[config.mk]
export PLATFORM = sky130hd
export DESIGN_NAME = rpc_cmd_arbiter
export DESIGN_NICKNAME = d
export VERILOG_FILES = /design/src/rtl/rpc_config_path_pkg.sv /design/src/rtl/rpc_rr_pick.sv /design/src/rtl/rpc_cmd_arbiter.sv
export SDC_FILE = /design/constraint.sdc
export NUM_CORES = 1
export LEC_CHECK = 0
export CELL_PAD_IN_SITES_DETAIL_PLACEMENT = 1
export CELL_PAD_IN_SITES_GLOBAL_PLACEMENT = 2
export CORE_MARGIN = 10
export CORE_UTILIZATION = 20
export CTS_CLUSTER_DIAMETER = 40
export DETAILED_ROUTE_END_ITERATION = 7
export PLACE_DENSITY = 0.77
export SLEW_MARGIN = 20
export SYNTH_ARGS = -nofsm -noshare
export SYNTH_HDL_FRONTEND = slang
export SYNTH_SLANG_ARGS = --single-unit
export TNS_END_PERCENT = 1
[constraint.sdc]
create_clock -name clk_i -period 4.04 [get_ports clk_i]
set_input_delay 0.808 -clock clk_i [delete_from_list [all_inputs] [get_ports clk_i]]
set_output_delay 0.808 -clock clk_i [all_outputs]
set_load 0.03 [all_outputs]
[src/rtl/rpc_config_path_pkg.sv]
// Shared types and default constants for the RPC controller configuration path.
package rpc_config_path_pkg;

  // Arbitration policy for the command merge stage
  typedef enum logic {
    ARB_FIXED = 1'b0,
    ARB_RR    = 1'b1
  } arb_mode_e;

  localparam int unsigned RPC_ARB_NUM_SRC      = 4;
  localparam int unsigned RPC_REF_MAX_POSTPONE = 8;
  localparam int unsigned RPC_POSTPONE_W       = 8;

endpackage

[src/rtl/rpc_rr_pick.sv]
// Wrap-around first-one finder: returns the first set request at or after
// start, wrapping modulo NUM_SRC. A start of 0 gives plain lowest-index priority.
module rpc_rr_pick #(
  parameter  int unsigned NUM_SRC = 4,
  localparam int unsigned IDX_W   = $clog2(NUM_SRC)
) (
  input  logic [NUM_SRC-1:0] req,
  input  logic [IDX_W-1:0]   start,
  output logic               found,
  output logic [IDX_W-1:0]   idx
);

  logic [2*NUM_SRC-1:0] req2;
  logic [NUM_SRC-1:0]   rot;
  logic [IDX_W-1:0]     off;
  logic [IDX_W:0]       sum;

  // Rotate the request vector so that bit 0 corresponds to the start index
  assign req2 = {req, req};
  assign rot  = NUM_SRC'(req2 >> start);

  // Find the lowest set bit of the rotated vector
  always_comb begin
    found = 1'b0;
    off   = '0;
    for (int unsigned i = 0; i < NUM_SRC; i++) begin
      if (!found && rot[i]) begin
        found = 1'b1;
        off   = IDX_W'(i);
      end
    end
  end

  // Map the rotated offset back to an absolute index, wrapping modulo NUM_SRC
  always_comb begin
    sum = {1'b0, start} + {1'b0, off};
    idx = sum[IDX_W-1:0];
    if (sum >= (IDX_W+1)'(NUM_SRC)) begin
      idx = IDX_W'(sum - (IDX_W+1)'(NUM_SRC));
    end
  end

endmodule

[src/rtl/rpc_cmd_arbiter.sv]
// Merges NUM_SRC DRAM command streams into one registered command toward the
// PHY timing FSM. Fixed-priority or round-robin selection, with a starvation
// guard that promotes URGENT_SRC after MAX_POSTPONE lost arbitrations.
module rpc_cmd_arbiter
  import rpc_config_path_pkg::*;
#(
  parameter  int unsigned NUM_SRC      = RPC_ARB_NUM_SRC,
  parameter  int unsigned CMD_WIDTH    = 19,
  parameter  int unsigned URGENT_SRC   = 1,
  parameter  int unsigned MAX_POSTPONE = RPC_REF_MAX_POSTPONE,
  localparam int unsigned IDX_W        = $clog2(NUM_SRC)
) (
  input  logic                         clk_i,
  input  logic                         rst_i,
  input  logic                         rr_mode_i,
  input  logic [NUM_SRC-1:0]           src_valid_i,
  input  logic [NUM_SRC*CMD_WIDTH-1:0] src_cmd_i,
  output logic [NUM_SRC-1:0]           src_ready_o,
  output logic                         cmd_valid_o,
  output logic [CMD_WIDTH-1:0]         cmd_o,
  output logic [IDX_W-1:0]             cmd_src_o,
  input  logic                         cmd_ready_i,
  output logic                         urgent_o,
  output logic [RPC_POSTPONE_W-1:0]    postpone_cnt_o
);

  localparam logic [IDX_W-1:0]          URG_IDX  = IDX_W'(URGENT_SRC);
  localparam logic [IDX_W-1:0]          LAST_IDX = IDX_W'(NUM_SRC - 1);
  localparam logic [RPC_POSTPONE_W-1:0] MAX_CNT  = RPC_POSTPONE_W'(MAX_POSTPONE);

  arb_mode_e            mode;
  logic [IDX_W-1:0]     ptr;
  logic [IDX_W-1:0]     ptr_next;
  logic [IDX_W-1:0]     start;
  logic [IDX_W-1:0]     pick_idx;
  logic [IDX_W-1:0]     win;
  logic                 pick_found;
  logic                 slot_free;
  logic                 urgent;
  logic                 grant;
  logic [CMD_WIDTH-1:0] cmds [NUM_SRC];

  for (genvar k = 0; k < NUM_SRC; k++) begin : g_split
    assign cmds[k] = src_cmd_i[k*CMD_WIDTH +: CMD_WIDTH];
  end

  assign mode      = arb_mode_e'(rr_mode_i);
  assign urgent    = (postpone_cnt_o >= MAX_CNT);
  assign urgent_o  = urgent;
  assign slot_free = !cmd_valid_o || cmd_ready_i;
  assign start     = (mode == ARB_RR) ? ptr : '0;
  assign ptr_next  = (win == LAST_IDX) ? '0 : win + 1'b1;

  rpc_rr_pick #(
    .NUM_SRC (NUM_SRC)
  ) u_pick (
    .req   (src_valid_i),
    .start (start),
    .found (pick_found),
    .idx   (pick_idx)
  );

  // Winner selection; a promoted urgent source overrides the normal pick.
  // Grants are suppressed during reset so no source sees a ready that gets discarded.
  always_comb begin
    win         = (urgent && src_valid_i[URGENT_SRC]) ? URG_IDX : pick_idx;
    grant       = !rst_i && slot_free && pick_found;
    src_ready_o = '0;
    if (grant) begin
      src_ready_o[win] = 1'b1;
    end
  end

  // One-entry output register and round-robin pointer
  always_ff @(posedge clk_i) begin
    if (rst_i) begin
      cmd_valid_o <= 1'b0;
      cmd_o       <= '0;
      cmd_src_o   <= '0;
      ptr         <= '0;
    end else if (grant) begin
      cmd_valid_o <= 1'b1;
      cmd_o       <= cmds[win];
      cmd_src_o   <= win;
      if (mode == ARB_RR) begin
        ptr <= ptr_next;
      end
    end else if (cmd_ready_i) begin
      cmd_valid_o <= 1'b0;
    end
  end

  // Starvation guard: count grants lost by a waiting urgent source, saturating
  always_ff @(posedge clk_i) begin
    if (rst_i) begin
      postpone_cnt_o <= '0;
    end else if (grant) begin
      if (win == URG_IDX) begin
        postpone_cnt_o <= '0;
      end else if (src_valid_i[URGENT_SRC] && !urgent) begin
        postpone_cnt_o <= postpone_cnt_o + 1'b1;
      end
    end
  end

endmodule

==> results of run 1 <==
-- worst max-delay path, delay by kind of cell --
kind,cells,cell delay (ns)
buffers and inverters,2,0.78
adders and majority gates,2,0.42
AOI/OAI and AO/OA,3,0.29
muxes,1,0.32
and+or+nand+nor,4,0.45
-- repair_timing --
| action | 4_1_cts | 5_1_grt |
|---|---|---|
| hold buffers | 0 | 0 |
| resized for setup | 0 | 3 |
| endpoints found under the setup margin | 0 | 4 |
-- metal layers --
layer | GRT usage | wire, um | up-vias
li1 | - | - | 1065
met1 | 0.114 | 3060 | 1014
met2 | 0.192 | 4150 | 68
met3 | 0.0511 | 695 | 6
met4 | 0.0324 | 96 | 0
met5 | 0 | 0 | -
-- registers in the layout (all words and copies together) (netlist names) --
signal,count
cmd_src_o,2
cmd_valid_o,1
cmd_o,19
postpone_cnt_o,8
ptr,2
-- worst max path at each step --
stage,start,to,slack (ns),depth (start not counted)
after floorplan,src_valid_i[1],src_ready_o[1],0.60,13
after global placement,src_valid_i[3],src_ready_o[1],0.17,13
after detailed placement,src_valid_i[3],src_ready_o[1],0.11,13
after CTS,src_valid_i[3],src_ready_o[1],0.1,13
after global routing,src_valid_i[0],src_ready_o[1],0.01,12
final,src_valid_i[0],src_ready_o[1],0.16,12
-- layout by cell type (no fill, tap or decap), types with 10 or more instances in the layout --
cell,Yosys,routed
clkdlybuf4s50_1,0,113
nand2_1,48,48
mux2i_1,39,39
dfxtp_1,32,32
a32o_1,19,19
buf_4,1,17
nor2_1,12,11
a21oi_1,10,10
-- through the flow --
stage / utilization / setup slack [ns] / area [um2] / cells
floorplan: - / 0.597 / 1980 / 230
global placement: 0.342 / 0.166 / 3330 / 479
detailed placement: 0.342 / 0.111 / 3330 / 479
CTS: 0.355 / 0.0971 / 3450 / 487
global route: 0.356 / 0.0122 / 3470 / 487
finish: 0.356 / 0.162 / 3470 / 487
-- cell families (layout without fill, tap and decap cells) --
kind of cell | after synthesis | in the layout | share of synthesized area
AO/OA/AOI/OAI | 44 | 44 | 0.174
multiplexers | 40 | 40 | 0.203
adder cells (fa/ha/maj) | 7 | 7 | 0.0442
buffers and inverters | 22 | 146 | 0.0618
AND/OR/NAND/NOR | 85 | 85 | 0.195
flip-flops | 32 | 32 | 0.323
-- power breakdown --
group	internal (mW)	switching, mW	leakage [nW]	total, mW
registers	0.349	0.0202	0.264	0.369
logic	0.241	0.244	1.11	0.485
clock network	0.218	0.125	0.0645	0.343
-- final cells by class --
cell class                 instances  share of cell area
sequential                        32               0.185
clock buffer                       7              0.0278
timing repair buffer             131               0.367
multi-input combinational        176               0.356
clock inverter                     1             0.00866
tap                              133              0.0480
inverter                           7             0.00794
==> results.ini, run 1 <==
[status]
outcome=finished, final reports clean

[placed_design]
dp_hpwl_mm=6.57
io_buffers=118
routabilityCongestion=0.716

[yosys]
yosys_most_used_dff=dfxtp_1
synth_area_leaders=dfxtp_1 (32%), mux2i_1 (20%), a32o_1 (9.6%), nand2_1 (9.1%), ha_1 (4.4%)
syn_avg_cell_area_um2=8.62
synth_top_area_share=0.323
ys_seq_area_frac=0.323
yosysWarnings=0
synth_area_um2=1980
synthCells=230
synth_common_cells=nand2_1 (48), mux2i_1 (39), dfxtp_1 (32), a32o_1 (19), nor2_1 (12)
synth_edf_count=0
synth_seq_cells=32
syn_nets=321
synth_most_common_cell=nand2_1
ys_types=36
yosysTopAreaCell=dfxtp_1
synth-async-reset-ratio=0

[cts]
path_clk_slew_ns=0.07
cts_max_path_buffers=2
cts_tree=built
cts_made_buffers=5
clock-sinks=32
root_buffer=clkbuf_8
clk_latency_ns=0.29
cts_max_level=2
cts_setup_buffers=0

[route]
drc=0
wire_per_inst_um=16.4
ant_nets=0
dr.pass1.iters=4
viasPerCell=4.42
vias=2153
wirelength_mm=8.00
drt_iter0_drc=27

[hold_path]
min_path_type=flop to flop
holdPathEnd=cmd_o[9]$_SDFFE_PP0P_
hp-start=cmd_o[9]$_SDFFE_PP0P_
holdPathStages=1

[finish]
antenna_cells=0
syn2layout_area_growth_pct=74.8
drive_gt1_frac=0.0904
regArea_um2=641
fin_nets=444
multi_input_area_um2=1230
fill_cells=1181

[worst_setup_path]
cpPeakStageDelay_ns=0.62
required_ns=3.23
path_cells=clkdlybuf4s50_1, nor2_1, a31oi_1, o22ai_1, nor2_1, a21oi_1, ha_1, nand2b_1, mux2_2, ha_1, and2_1, buf_4
cp_max_fo=7
critPathArrivalTime_ns=3.07
worstSetupPathType=input pin to output pin
r2r_start=ptr[1]$_SDFFE_PP0P_
r2r_end=postpone_cnt_o[2]$_SDFFE_PP0P_
ff2ff_path_depth=14
worstSetupStartpointType=input pin
crit_path_top_delay_cell=clkdlybuf4s50_1
rrSetupSlack_ns=1.38
end_kind=output pin

[pwr]
leakage_nw=1.44
power_density_nw_per_um2=345
power_mw=1.20
vdd_drop_max_mv=0.126

[timing]
drv_slew=0
rsz0062_at_grt=no
worst_pin_slew_ns=0.596
hold_violations=0
skew_ns=0.0100
fin_crit_sh=0.960
fin_hold_ws_ns=0.467
finalSetupTns_ns=0
final-setup-viol-count=0
fmax_mhz=258
relSlewSlack=0.602
final.min_clock_period_ns=3.88

[floorplanning]
die_area_um2=14300
fp.dieW_um=120
start_util=0.204
chipHeight_um=120
rows=36
design.core.area_um2=9730
design.portCount=119

[run]
cap_violations=0

[global_routing]
antenna_found_initial=0
grt_pass1_wl_mm=12.8
overflow=0
grt_pass1_vias=2388
grt_max_degree=24
grt.total_usage=0.109

No activity file was read; power rests on OpenSTA's default activity.
==> run 2, diff against run 1 <==
--- a/config.mk
+++ b/config.mk
@@ -5,12 +5,14 @@
 export SDC_FILE = /design/constraint.sdc
 export NUM_CORES = 1
 export LEC_CHECK = 0
+export CAP_MARGIN = 20
 export CELL_PAD_IN_SITES_DETAIL_PLACEMENT = 1
 export CELL_PAD_IN_SITES_GLOBAL_PLACEMENT = 2
 export CORE_MARGIN = 10
 export CORE_UTILIZATION = 20
 export CTS_CLUSTER_DIAMETER = 40
 export DETAILED_ROUTE_END_ITERATION = 7
+export GPL_TIMING_DRIVEN = 0
 export PLACE_DENSITY = 0.77
 export SLEW_MARGIN = 20
 export SYNTH_ARGS = -nofsm -noshare
==> results.ini, run 2 (synthesis results as in run 1) <==
[finish]
largest_register=cmd_o  ; unchanged
fin_nets=444  ; unchanged
antenna_cells=0  ; unchanged
mostFrequentLayoutCell=clkdlybuf4s50_1  ; unchanged
largest_register_ffs=19  ; unchanged
syn2layout_area_growth_pct=70.9  ; was 74.8%
mostFrequentLayoutCells=clkdlybuf4s50_1 (108), nand2_1 (47), mux2i_1 (39)  ; was clkdlybuf4s50_1 (113), nand2_1 (48), mux2i_1 (39)
top_regs=cmd_o: 19 flops, postpone_cnt_o: 8 flops  ; unchanged
fin_util=0.348  ; was 0.356
drive_gt1_frac=0.0904  ; unchanged

[route]
drc=0  ; unchanged
drt_iter0_drc=45  ; was 27
vias=2123  ; was 2,153
wirelength_mm=7.89  ; was 8.00 mm
viasPerCell=4.36  ; was 4.42
dr.pass1.iters=4  ; unchanged
ant_nets=0  ; unchanged
wire_per_inst_um=16.2  ; was 16.4 um

[timing]
hold_violations=0  ; unchanged
finalSetupTns_ns=0  ; unchanged
drv_slew=0  ; unchanged
fmax_mhz=264  ; was 258 MHz
fin_crit_sh=0.937  ; was 0.960
relSlewSlack=0.515  ; was 0.602
skew_ns=0.00911  ; was 0.0100 ns
final-setup-viol-count=0  ; unchanged
final.min_clock_period_ns=3.79  ; was 3.88 ns
fin_hold_ws_ns=0.468  ; was 0.467 ns
worst_pin_slew_ns=0.728  ; was 0.596 ns

[hold_path]
holdPathEnd=cmd_o[12]$_SDFFE_PP0P_  ; was cmd_o[9]$_SDFFE_PP0P_
min_path_type=flop to flop  ; unchanged
holdPathStages=1  ; unchanged
hp-start=cmd_o[12]$_SDFFE_PP0P_  ; was cmd_o[9]$_SDFFE_PP0P_

[worst_setup_path]
cpPeakStageDelay_ns=0.29  ; was 0.62 ns
crit_start=rr_mode_i  ; was src_valid_i[0]
cp_common_cell=a21oi_1
end_kind=output pin  ; unchanged
required_ns=3.23  ; about the same
timing.critical_path.buf_inv=5  ; was 2
worstSetupPathType=input pin to output pin  ; unchanged
crit_path_top_delay_cell=ha_1  ; was clkdlybuf4s50_1
cp.depth=15  ; was 12
ff2ff_path_depth=12  ; was 14
r2r_start=ptr[1]$_SDFFE_PP0P_  ; unchanged
worstSetupStartpointType=input pin  ; unchanged
critPathArrivalTime_ns=2.98  ; was 3.07 ns
r2r_end=cmd_o[6]$_SDFFE_PP0P_  ; was postpone_cnt_o[2]$_SDFFE_PP0P_
path_cells=clkbuf_2, nand2_2, nand2_1, a21oi_1, nor2_1, a21oi_1, a21oi_1, ha_1, nor2b_1, buf_4, buf_8, inv_1, ha_1, and2_1, clkdlybuf4s18_2  ; was clkdlybuf4s50_1, nor2_1, a31oi_1, o22ai_1, nor2_1, a21oi_1, ha_1, nand2b_1, mux2_2, ha_1, and2_1, buf_4
cp_top_family=buffers and inverters  ; unchanged
rrSetupSlack_ns=1.18  ; was 1.38 ns
cp_max_fo=11  ; was 7

[cts]
cts_max_path_buffers=2  ; unchanged
cts_tree=built  ; unchanged
path_clk_slew_ns=0.07  ; about the same
cts_setup_buffers=0  ; unchanged
cts_max_level=2  ; unchanged
root_buffer=clkbuf_8  ; unchanged
clk_latency_ns=0.28  ; was 0.29 ns
clock-sinks=32  ; unchanged
cts_made_buffers=5  ; unchanged
ctsHoldBuffers=0  ; unchanged

[run]
cap_violations=0  ; unchanged

[global_routing]
grt_pass1_vias=2358  ; was 2,388
grt_pass1_wl_mm=12.6  ; was 12.8 mm
grt_max_degree=12  ; was 24
grt.total_usage=0.109  ; about the same
overflow=0  ; unchanged
antenna_found_initial=0  ; unchanged

[pwr]
power_frac_clock=0.226  ; was 0.287
p_comb_frac=0.439  ; was 0.405
leakage_nw=1.38  ; was 1.44 nW
cellInternalPower_uw=709  ; was 808 uW
power_frac_seq=0.335  ; was 0.309
switching_share=0.356  ; was 0.326
vdd_drop_max_mv=0.110  ; was 0.126 mV
p_sw_uw=392  ; was 390 uW
power_density_nw_per_um2=325  ; was 345 nW/um2

[floorplanning]
rows=36  ; unchanged
fp.dieW_um=120  ; unchanged
chipHeight_um=120  ; unchanged
start_util=0.204  ; unchanged
design.core.area_um2=9730  ; unchanged
design.portCount=119  ; unchanged
die_area_um2=14300  ; unchanged

[placed_design]
routabilityCongestion=0.732  ; was 0.716
dp_hpwl_mm=6.48  ; was 6.57 mm
io_buffers=116  ; was 118

[status]
outcome=finished, final reports clean  ; unchanged

run 2: cell count changes in the layout (fill, tap and decap cells not counted), moves of 2 or more:
cell             change
buf_4               -15
clkbuf_1             +6
clkdlybuf4s50_1      -5
clkbuf_2             +4
buf_2                +3
buf_6                +3
clkbuf_8             -2
clkdlybuf4s15_2      +2
clkinv_2             +2
run 2: metal layers:
layer  part of all wire  global-route usage
met1               0.41               0.118
met2               0.51               0.193
met3              0.075              0.0488
met4             0.0049              0.0204
met5                  0                   0
run 2: cell type report:
class | count | area (um2)
inverter | 7 | 27.5
fill | 1196 | 6340
clock inverter | 3 | 18.8
timing repair buffer | 116 | 1140
tap | 133 | 166
clock buffer | 5 | 68.8
sequential | 32 | 641
multi-input combinational | 176 | 1220
buffer | 15 | 104
run 2: metrics by stage:
step	total power, mW	setup WS, ns	area [um2]	instances
floorplan	0.653	0.597	1980	230
global placement	0.865	-0.693	3310	479
detailed placement	0.870	-0.721	3310	479
CTS	1.13	-0.0145	3410	487
global route	1.18	-0.00249	3390	487
finish	1.10	0.253	3390	487
run 2: worst reg2reg max path: cells and delay by family, from the launching register on:
family / cells / cell delay (ns)
DFF: 1 / 0.37
muxes: 1 / 0.29
AOI/OAI and AO/OA: 4 / 0.59
buffers and inverters: 2 / 0.90
and+or+nand+nor: 4 / 0.31
adders and majority gates: 1 / 0.29
run 2: what timing repair did:
item	4_1_cts	5_1_grt
endpoints found under the setup margin	4	4
resized for setup	20	12
pin swaps	0	0
run 2: power groups by stage:
| stage | combinational (mW) | clock [mW] | sequential, mW |
|---|---|---|---|
| floorplan | 0.217 | 0 | 0.437 |
| global placement | 0.490 | 0 | 0.375 |
| detailed placement | 0.493 | 0 | 0.377 |
| CTS | 0.497 | 0.263 | 0.369 |
| global route | 0.529 | 0.280 | 0.373 |
| finish | 0.483 | 0.248 | 0.369 |
run 2: worst max path at each step:
stage                           endpoint  slack [ns]
after floorplan           src_ready_o[1]        0.60
after global placement    src_ready_o[1]       -0.69
after detailed placement  src_ready_o[1]       -0.72
after CTS                 src_ready_o[1]       -0.01
after global routing      src_ready_o[3]      -0.002
final                     src_ready_o[3]        0.25
==> variant (flow settings as in run 1) <==
Set the parameter `CMD_WIDTH` to 21 (it was 19).
--- a/src/rtl/rpc_cmd_arbiter.sv
+++ b/src/rtl/rpc_cmd_arbiter.sv
@@ -6,5 +6,5 @@
 #(
   parameter  int unsigned NUM_SRC      = RPC_ARB_NUM_SRC,
-  parameter  int unsigned CMD_WIDTH    = 19,
+  parameter  int unsigned CMD_WIDTH    = 21,
   parameter  int unsigned URGENT_SRC   = 1,
   parameter  int unsigned MAX_POSTPONE = RPC_REF_MAX_POSTPONE,
Interface: changed (resized cmd_o and src_cmd_i); port bits go from 119 to 129. No check against the original RTL was run, so the function may have changed too.
==> variant against run 1 <==
- area after synthesis up 12%
- cell area rose by 8.8%
- worst setup slack better by 0.33 ns
- clock skew shrank 0.0020 ns
- core utilization decreased by 0.82 points
- sequential share of layout area is 0.44 points lower
- sequential cell count increased by 2
- cell count rose by 6.4%
- routed wire length rose by 19%
- total power rose by 1.3%
- first-iteration DRC count grew to 5.4 times the old value
- combinational power increased by 17%
- largest cell class is now multi-input combinational cells
- largest power group unchanged
==> variant: results (changes against run 1) <==
drt:
  drt_iter0_drc: 147  # was 27
  vias_per_cell: 4.73  # was 4.42
  drt-total-wl_um: 9530  # was 8000 um
grt:
  grt_max_degree: 43  # was 24
  use_met2_pct: 20.5  # was 19.2%
  grt_pass1_vias: 2686  # was 2388
  grt_usage_pct: 11.6  # was 10.9%
  grtUsageMet3_pct: 4.27  # was 5.11%
  use_met1_pct: 13.0  # was 11.4%
logic_synthesis:
  ys_top_cells_by_area: "dfxtp_1 31%, mux2i_1 10%, a221o_1 9.5%"  # was dfxtp_1 32%, mux2i_1 20%, a32o_1 9.6%
  syn_nets: 350  # was 321
  ys_seq_area_share_pct: 30.7  # was 32.3%
  synth.distinct_cells: 37  # was 36
place:
  place.gp.congestion: 0.803  # was 0.716
  place_area_mm2: 0.00367  # was 0.00333 mm^2
  port_buffers: 128  # was 118
  post-place-ws_ns: 0.0680  # was 0.111 ns
  dp_hpwl_um: 7450  # was 6570 um
status:
  outcome: "complete, no violations"  # unchanged
power_and_ir_drop:
  p_leak_nw: 1.54  # was 1.44 nW
final_layout:
  top_regs: "cmd_o: 21 flops, postpone_cnt_o: 8 flops"  # was cmd_o: 19 flops, postpone_cnt_o: 8 flops
  n_fill_cell: 1273  # was 1181
timing:
  maxSlewHeadroom_pct: 69.5  # was 60.2%
worst_setup_path:
  crit_arrival_ns: 2.74  # was 3.07 ns
  worst-path-max-fanout: 8  # was 7
variant: what timing repair did:
action                                  4_1_cts  5_1_grt
endpoints found under the setup margin        0        4
gates resized for setup                       0        8
buffers inserted                              0        1
variant: final timing paths:
path	start	end	slack (ns)	cells after the start
setup / recovery	src_valid_i[1]	src_ready_o[1]	0.49	13
hold / removal	cmd_o[17]$_SDFFE_PP0P_	cmd_o[17]$_SDFFE_PP0P_	0.48	1
setup reg to reg	ptr[1]$_SDFFE_PP0P_	postpone_cnt_o[2]$_SDFFE_PP0P_	1.31	14
hold reg to reg	cmd_o[17]$_SDFFE_PP0P_	cmd_o[17]$_SDFFE_PP0P_	0.48	1
variant: cell families after synthesis:
family          count (synthesis)  synth area share [%]
xor+xnor                        1                 0.734
buf+inv                        33                  6.72
compound gates                 88                  31.0
flops                          34                  30.7
mux                            23                  10.4
simple gates                   65                  16.5
fa+ha+maj                       7                  3.95
variant: worst max-delay path: stages:
cell and delay, ns:
dlymetal6s2s_1 0.26, nand2_1 0.13, a21oi_1 0.17, nor2_1 0.06
a21oi_1 0.13, a21oi_1 0.09, ha_2 0.23, xor2_4 0.18
nand2_1 0.16, ha_1 0.19, inv_1 0.05, nor2_1 0.12
buf_4 0.18
variant: layout make-up:
| class | instances | share of cell area, % |
|---|---|---|
| clock buffers | 5 | 1.82 |
| clock inverters | 2 | 0.265 |
| inverters | 11 | 1.19 |
| multi-input cells | 184 | 37.2 |
| flip-flops and latches | 34 | 18.0 |
| well taps | 140 | 4.64 |
| repair buffers | 142 | 36.8 |
variant: where the power goes:
part | internal [W] | leakage, nW | switching (W)
Clock | 0.000116 | 0.0438 | 0.000129
Sequential | 0.000375 | 0.280 | 0.0000244
Combinational | 0.000287 | 1.22 | 0.000282
variant: metrics by stage:
step	std cells	utilization [%]
6_report	518	34.8
4_1_cts	517	34.5
5_1_grt	518	34.8
3_3_place_gp	510	33.8
2_1_floorplan	251	-
3_5_place_dp	510	33.8
variant: layer usage:
layer  routed length, um  vias up
li1                    -     1189
met1                3910     1167
met2                4810       86
met3                 705        8
met4                 101        0
met5                   0        -
